### config.mk
export PLATFORM = sky130hd
export DESIGN_NAME = mem_stage
export DESIGN_NICKNAME = d
export VERILOG_FILES = /design/src/rtl/mem_stage_pkg.sv /design/src/rtl/flag_register.sv /design/src/rtl/mem_stage.sv
export SDC_FILE = /design/constraint.sdc
export NUM_CORES = 1
export LEC_CHECK = 0
export CAP_MARGIN = 25
export CORE_AREA = 2 2 159 161
export DETAILED_ROUTE_END_ITERATION = 10
export DIE_AREA = 0 0 161 163
export GPL_TIMING_DRIVEN = 1
export HOLD_SLACK_MARGIN = 0.06
export PLACE_DENSITY = 0.77
export SETUP_SLACK_MARGIN = 0.15
export SYNTH_ARGS = -nofsm -noshare
export SYNTH_HDL_FRONTEND = slang
export SYNTH_SLANG_ARGS = --single-unit
### constraint.sdc
create_clock -name clk -period 1.7 [get_ports clk]
set_clock_uncertainty 0.05 [all_clocks]
set_input_delay 0.51 -clock clk [delete_from_list [all_inputs] [get_ports clk]]
set_output_delay 0.51 -clock clk [all_outputs]
set_load 0.05 [all_outputs]
### src/rtl/mem_stage_pkg.sv
// rtl/mem_stage_pkg.sv - shared types and widths for the memory stage
package mem_stage_pkg;
    localparam int DATA_W     = 64;
    localparam int REG_IDX_W  = 5;
    localparam int ALIGN_BITS = 3;

    typedef enum logic [1:0] {
        IDLE     = 2'd0,
        MEM_WAIT = 2'd1,
        WB       = 2'd2
    } state_e;

    function automatic logic is_aligned(input logic [DATA_W-1:0] addr);
        return addr[ALIGN_BITS-1:0] == '0;
    endfunction
endpackage

### src/rtl/flag_register.sv
// rtl/flag_register.sv - architectural NZVC register with load enable
module flag_register (
    input  logic       clk_i,
    input  logic       reset_i,
    input  logic       load_i,
    input  logic [3:0] flags_i,
    output logic [3:0] flags_o
);
    logic [3:0] flags_q;

    always_ff @(posedge clk_i) begin
        if (reset_i) begin
            flags_q <= 4'b0000;
        end else if (load_i) begin
            flags_q <= flags_i;
        end
    end

    assign flags_o = flags_q;
endmodule

### src/rtl/mem_stage.sv
// rtl/mem_stage.sv - pipeline memory stage: data-memory handshake, writeback strobe, NZVC flags
module mem_stage
    import mem_stage_pkg::*;
(
    input  logic                 clk,
    input  logic                 reset,
    input  logic                 ex_valid,
    output logic                 ex_ready,
    input  logic [DATA_W-1:0]    alu_result,
    input  logic [DATA_W-1:0]    store_data,
    input  logic                 mem_read,
    input  logic                 mem_write,
    input  logic                 reg_write,
    input  logic                 set_flags,
    input  logic [REG_IDX_W-1:0] rd,
    input  logic                 negative,
    input  logic                 zero,
    input  logic                 overflow,
    input  logic                 carry_out,
    output logic                 dmem_req,
    output logic                 dmem_we,
    output logic [DATA_W-1:0]    dmem_addr,
    output logic [DATA_W-1:0]    dmem_wdata,
    input  logic                 dmem_ack,
    input  logic [DATA_W-1:0]    dmem_rdata,
    output logic                 wb_valid,
    output logic                 wb_reg_write,
    output logic [REG_IDX_W-1:0] wb_rd,
    output logic [DATA_W-1:0]    wb_data,
    output logic                 wb_err,
    output logic [3:0]           flags
);
    state_e                 state_q, state_d;
    logic [DATA_W-1:0]      addr_q, addr_d;
    logic [DATA_W-1:0]      wdata_q, wdata_d;
    logic [DATA_W-1:0]      data_q, data_d;
    logic [REG_IDX_W-1:0]   rd_q, rd_d;
    logic                   we_q, we_d;
    logic                   regw_q, regw_d;
    logic                   err_q, err_d;

    logic transfer;
    logic is_mem;
    logic misaligned;

    assign transfer   = (state_q == IDLE) && ex_valid;
    assign is_mem     = mem_read || mem_write;
    assign misaligned = !is_aligned(alu_result);

    always_ff @(posedge clk) begin
        if (reset) begin
            state_q <= IDLE;
            addr_q  <= '0;
            wdata_q <= '0;
            data_q  <= '0;
            rd_q    <= '0;
            we_q    <= 1'b0;
            regw_q  <= 1'b0;
            err_q   <= 1'b0;
        end else begin
            state_q <= state_d;
            addr_q  <= addr_d;
            wdata_q <= wdata_d;
            data_q  <= data_d;
            rd_q    <= rd_d;
            we_q    <= we_d;
            regw_q  <= regw_d;
            err_q   <= err_d;
        end
    end

    always_comb begin
        state_d = state_q;
        addr_d  = addr_q;
        wdata_d = wdata_q;
        data_d  = data_q;
        rd_d    = rd_q;
        we_d    = we_q;
        regw_d  = regw_q;
        err_d   = err_q;
        case (state_q)
            IDLE: begin
                if (ex_valid) begin
                    addr_d  = alu_result;
                    wdata_d = store_data;
                    data_d  = alu_result;
                    rd_d    = rd;
                    // read+write together behaves as a store
                    we_d    = mem_write;
                    err_d   = is_mem && misaligned;
                    regw_d  = reg_write && !mem_write && !(is_mem && misaligned);
                    state_d = (is_mem && !misaligned) ? MEM_WAIT : WB;
                end
            end
            MEM_WAIT: begin
                if (dmem_ack) begin
                    if (!we_q) begin
                        data_d = dmem_rdata;
                    end
                    state_d = WB;
                end
            end
            WB:      state_d = IDLE;
            default: state_d = IDLE;
        endcase
    end

    assign ex_ready     = (state_q == IDLE);
    assign dmem_req     = (state_q == MEM_WAIT);
    assign dmem_we      = (state_q == MEM_WAIT) && we_q;
    assign dmem_addr    = (state_q == MEM_WAIT) ? addr_q  : '0;
    assign dmem_wdata   = (state_q == MEM_WAIT) ? wdata_q : '0;

    assign wb_valid     = (state_q == WB);
    assign wb_reg_write = (state_q == WB) && regw_q;
    assign wb_err       = (state_q == WB) && err_q;
    assign wb_rd        = (state_q == WB) ? rd_q   : '0;
    assign wb_data      = (state_q == WB) ? data_q : '0;

    flag_register u_flag_register (
        .clk_i   (clk),
        .reset_i (reset),
        .load_i  (transfer && set_flags),
        .flags_i ({negative, zero, overflow, carry_out}),
        .flags_o (flags)
    );
endmodule
After elaboration in Yosys (flattened, before gate mapping)
Cells that the tools add are included.
{ "classes": {"mux": 12, "n_reduce_logical": 19, "eq_ne": 5} }
{ "ops": {"columns": ["cell", "count"], "rows": [
  ["$mux 64", 6],
  ["$pmux 64 s2", 1],
  ["$logic_and 1x1->1", 9],
  ["$mux 2", 3],
  ["$mux 5", 1],
  ["$ne 2x2->1 const B", 2],
  ["$pmux 2 s2", 1],
  ["$reduce_and 2->1", 2],
  ["$reduce_and 4->1", 1],
  ["$logic_not 1->1", 3],
  ["$logic_not 3->1", 1],
  ["$eq 2x1->1 const B", 1],
  ["$eq 2x2->1 const B", 1],
  ["$logic_not 2->1", 1],
  ["$ne 2x1->1 const B", 1],
  ["$reduce_bool 2->1", 1],
  ["$logic_or 1x1->1", 1]
]} }
{ "totals": {"wordCells": 45, "output_inout_bits": 207, "in_bits": 209, "regBits": 206} }

Logic depth before layout (Yosys ltp)
{ "logic_depth": {"depth_word": 5, "depth_mapped": 7, "mapped_depth_nobuf": 3} }

By module
Synthesis repeated with hierarchy kept, for this count alone.
{ "unflattened": {"hier_cells": 1214, "area_unflattened_um2": 9216.3} }
{ "by_module_without_submodules": {"columns": ["module", "cells_per_inst", "area_per_inst_um2", "instances", "seq_area_each_um2"], "rows": [
  ["mem_stage", 1201, 9076.2, 1, 4043.9],
  ["flag_register", 13, 140.1, 1, 80.1]
]} }

Least setup slack after synthesis
No wires, ideal clock.
{ "synth_timing": {"kind": "register to output", "startpoint": "register state_q[1]", "endpoint": "output wb_data[54]", "slack_ps": -729, "arrival_time_ps": 1869, "required_time_ps": 1140, "stages_incl_launch_ff": 6, "n_path_buf": 3, "path_cell_list": "dfxtp_1 -> buf_6 -> nor2b_1 -> clkbuf_1 -> clkbuf_1 -> and2_1"} }
{ "synth_via": {"elab_chain_cells": 2} }
{ "synth_rtl": {"columns": ["element", "line_no", "source"], "rows": [
  ["from (decl)", "mem_stage.sv:33", "state_e state_q, state_d;"],
  ["from (signal assigned)", "mem_stage.sv:61", "state_q <= state_d;"],
  ["$eq 2x2->1", null, null],
  ["via wb_valid", "mem_stage.sv:26", "output logic wb_valid,"],
  ["$mux 64", "mem_stage.sv:118", "assign wb_data = (state_q == WB) ? data_q : '0;"],
  ["to (decl)", "mem_stage.sv:29", "output logic [DATA_W-1:0] wb_data,"]
]} }
The timed path passes the listed nets, and every way through them passes these cells.

Worst setup path in the final report
{ "layout_timing": {"startpoint": "register state_q[0]", "endpoint": "output dmem_addr[9]"} }
{ "layout_via": {"elab_chain_cells": 2} }
{ "layout_rtl": {"columns": ["element", "line_no", "source"], "rows": [
  ["$eq 2x1->1", "mem_stage.sv:111", "assign dmem_addr = (state_q == MEM_WAIT) ? addr_q : '0;"],
  ["$mux 64", "mem_stage.sv:111", null],
  ["to (decl)", "mem_stage.sv:22", "output logic [DATA_W-1:0] dmem_addr,"]
]} }
No other way between the ends.

==> results.ini <==
[timing]
rsz0062_at_grt=true
tightest_slew_ns=0.3977
setup_ws_ns=-0.6734
fmax_mhz=421.3
setup_viol=407
hold_viol=0
period_share=1.396
drv_slew=0
slew_headroom=0.7349
period_minus_slack_ns=2.373

[setup_path]
crit_path_end_kind=output pin
critPathKind=flop to output pin
r2r_start=state_q[0]$_SDFFE_PP0P_
cp_slowest_cell=dfxtp_4
rr_worst_depth=10
worstSetupStartpointType=flop
max_stage_delay_ns=0.36
crit_path_cell_trace=nor2b_4 -> buf_8 -> buf_12 -> clkbuf_16 -> and2_4 -> buf_12
rrSetupSlack_ns=-0.27
arrival_ns=1.81
cp.required_ns=1.14
cpMostUsedCell=buf_12
cp_max_fo=7
r2r_end=data_q[37]$_SDFFE_PP0P_

[synthesis]
async_reset_ff_frac=0
synth.top_cell.area_share=0.4467
synth_edf_count=0
syn_inst=1215
ys.flop_type=dfxtp_1
yosysWarnings=0
yosysUniqueCellTypes=26
synth_commonest_cells=nand2_1 (271), dfxtp_1 (206), a21oi_1 (201)
synth_most_common_cell=nand2_1
netlist_area_sq_um=9233
ys_ff_latch=206
synth.area.top_cells=dfxtp_1 (45%), and2_1 (14%), nand2_1 (11%), a21oi_1 (11%), a211oi_1 (5.3%)
syn_nets=1424
yosys.area.top_type=dfxtp_1
postSynthAreaPerCell_sq_um=7.599
yosysSeqAreaShare=0.4467

[routing]
drt-initial-drc-count=979
avgViaCountPerCell=5.578
wl_per_cell_microns=22.73
wirelength_mm=46.14
route.detailed.drc=0
dr.pass1.iters=6
drtAntennaViolNets=0
num_vias=11320

[cells_and_area]
design_area_sq_um=19320
layout.nets=1891
drive_above_1_share=0.3832
area_growth_pct=109.3
nFillCells=1441

[global_route]
antenna_found_initial=1
gr-usage-met3=0.07512
use_met2=0.5410
grt_pass1_wl_mm=62.87
top_usage_layer=met2
grt_use_met1=0.3438
grt_pass1_vias=10950
grt_max_degree=75
track_usage=0.3042
grt_overflow=0

[pwr]
cellPowerDensity_nw_per_um2=704.6
leakage_nw=7.631
ir_drop_v=0.0007558

[clocking]
ctsHtreeMaxLevel=1
cts.path.max_buffers=3
clkSinkCount=206
numCtsBuffers=24
cts_root_buf=clkbuf_16
cts_tree=built
clock_latency_ns=0.52
ctsHoldBuffers=0
clkTransAtPathRegs_ns=0.06

[run_status]
failed_checks=negative setup slack
status=finished with violations

[placed_design]
dp_slack_ns=-0.4971
place_area_sq_um=16470
routabilityCongestion=0.8690
dp_hpwl_mm=26.23
io_buffer_count=415

[worst_hold_path]
min_from=reset
hold_path_end=u_flag_register.flags_o[3]$_SDFFE_PP0P_
whs_path_depth=2
worstHoldPathType=input pin to flop

[run]
max_cap_violations=0

[floorplanning]
die_h_microns=163
die_area_sq_um=26240
core_area_sq_um=24670
die_w_microns=161
num_rows=58
start_util=0.3742
ios=416

-- layout by cell type, fill, tap and decap left out, drive strengths merged, types with 50 or more instances in the layout --
master,n
clkbuf,50
o21ai,64
nand2,271
a21oi,201
nor3,64
dfxtp,206
a211oi,65
and2,200
clkdlybuf4s50,207
buf,337
-- what timing repair did --
action | 4_1_cts | 5_1_grt
setup buffers | 23 | 24
resized for setup | 77 | 109
pin swaps | 5 | 22
endpoints found under the setup margin | 413 | 413
gates cloned | 20 | 18
-- logic make-up after synthesis --
logic type      count (synthesis)  synth area share
mux                             4          0.004337
compound gates                332            0.1985
simple gates                  553            0.2930
flops                         206            0.4467
buf+inv                       120           0.05746
-- worst max-delay path by stage --
stage	start	to	slack, ns	depth (start not counted)
after floorplan	state_q[1]$_SDFFE_PP0P_	wb_data[10]	-0.11	5
after global placement	ex_valid	state_q[0]$_SDFFE_PP0P_	-0.46	4
after detailed placement	ex_valid	data_q[37]$_SDFFE_PP0P_	-0.50	6
after CTS	state_q[0]$_SDFFE_PP0P_	dmem_addr[49]	-0.64	5
after global routing	state_q[0]$_SDFFE_PP0P_	wb_data[41]	-0.73	6
final	state_q[0]$_SDFFE_PP0P_	dmem_addr[9]	-0.67	6
-- worst max-delay path: cells and delay by family (launching register included) --
kind	cells	cell delay, ns
simple gates	2	0.36
buf+inv	4	0.57
flops	1	0.36
-- through the flow --
step / TNS (ns) / hold slack, ns / util / power (W) / std cells
detailed placement: -101.98 / 0.3942 / 0.6673 / 0.007748 / 1901
floorplan: -7.611 / 0.3817 / - / 0.006560 / 1215
global route: -171.95 / 0.3182 / 0.7830 / 0.01404 / 2030
finish: -149.45 / 0.3051 / 0.7830 / 0.01361 / 2030
CTS: -135.46 / 0.2947 / 0.7413 / 0.01322 / 1987
global placement: -96.06 / 0.3865 / 0.6673 / 0.007671 / 1901
-- per-layer routing --
layer | wire [microns] | vias to the layer above | share of wire
met4 | 3040 | 0 | 0.066
met1 | 16430 | 5371 | 0.36
li1 | - | 5011 | -
met2 | 22610 | 731 | 0.49
met3 | 4059 | 210 | 0.088
met5 | 0 | - | 0
-- layout make-up --
| cell class | count | area (sq um) | share of cell area |
|---|---|---|---|
| antenna | 1 | 2.502 | 0.0001295 |
| sequential | 206 | 4129 | 0.2137 |
| clock buffer | 35 | 733.2 | 0.03795 |
| inverter | 1 | 3.754 | 0.0001943 |
| timing repair buffer | 560 | 8577 | 0.4439 |
| multi-input combinational | 889 | 5393 | 0.2791 |
| tap | 330 | 412.9 | 0.02137 |
| clock inverter | 8 | 68.82 | 0.003562 |
-- where the power goes --
part / internal (W) / switching, W / total [W] / leakage, nW
Clock: 0.00313 / 0.00217 / 0.00530 / 0.404
Combinational: 0.00152 / 0.00141 / 0.00293 / 5.53
Sequential: 0.00517 / 0.000212 / 0.00538 / 1.70
-- state kept, by name, summed over array words and instances (netlist names) --
signal / flops
addr_q: 64
data_q: 64
wdata_q: 64
rd_q: 5
u_flag_register.flags_o: 4
state_q: 2
err_q: 1
regw_q: 1
we_q: 1
(Power assumes the default switching activity.)
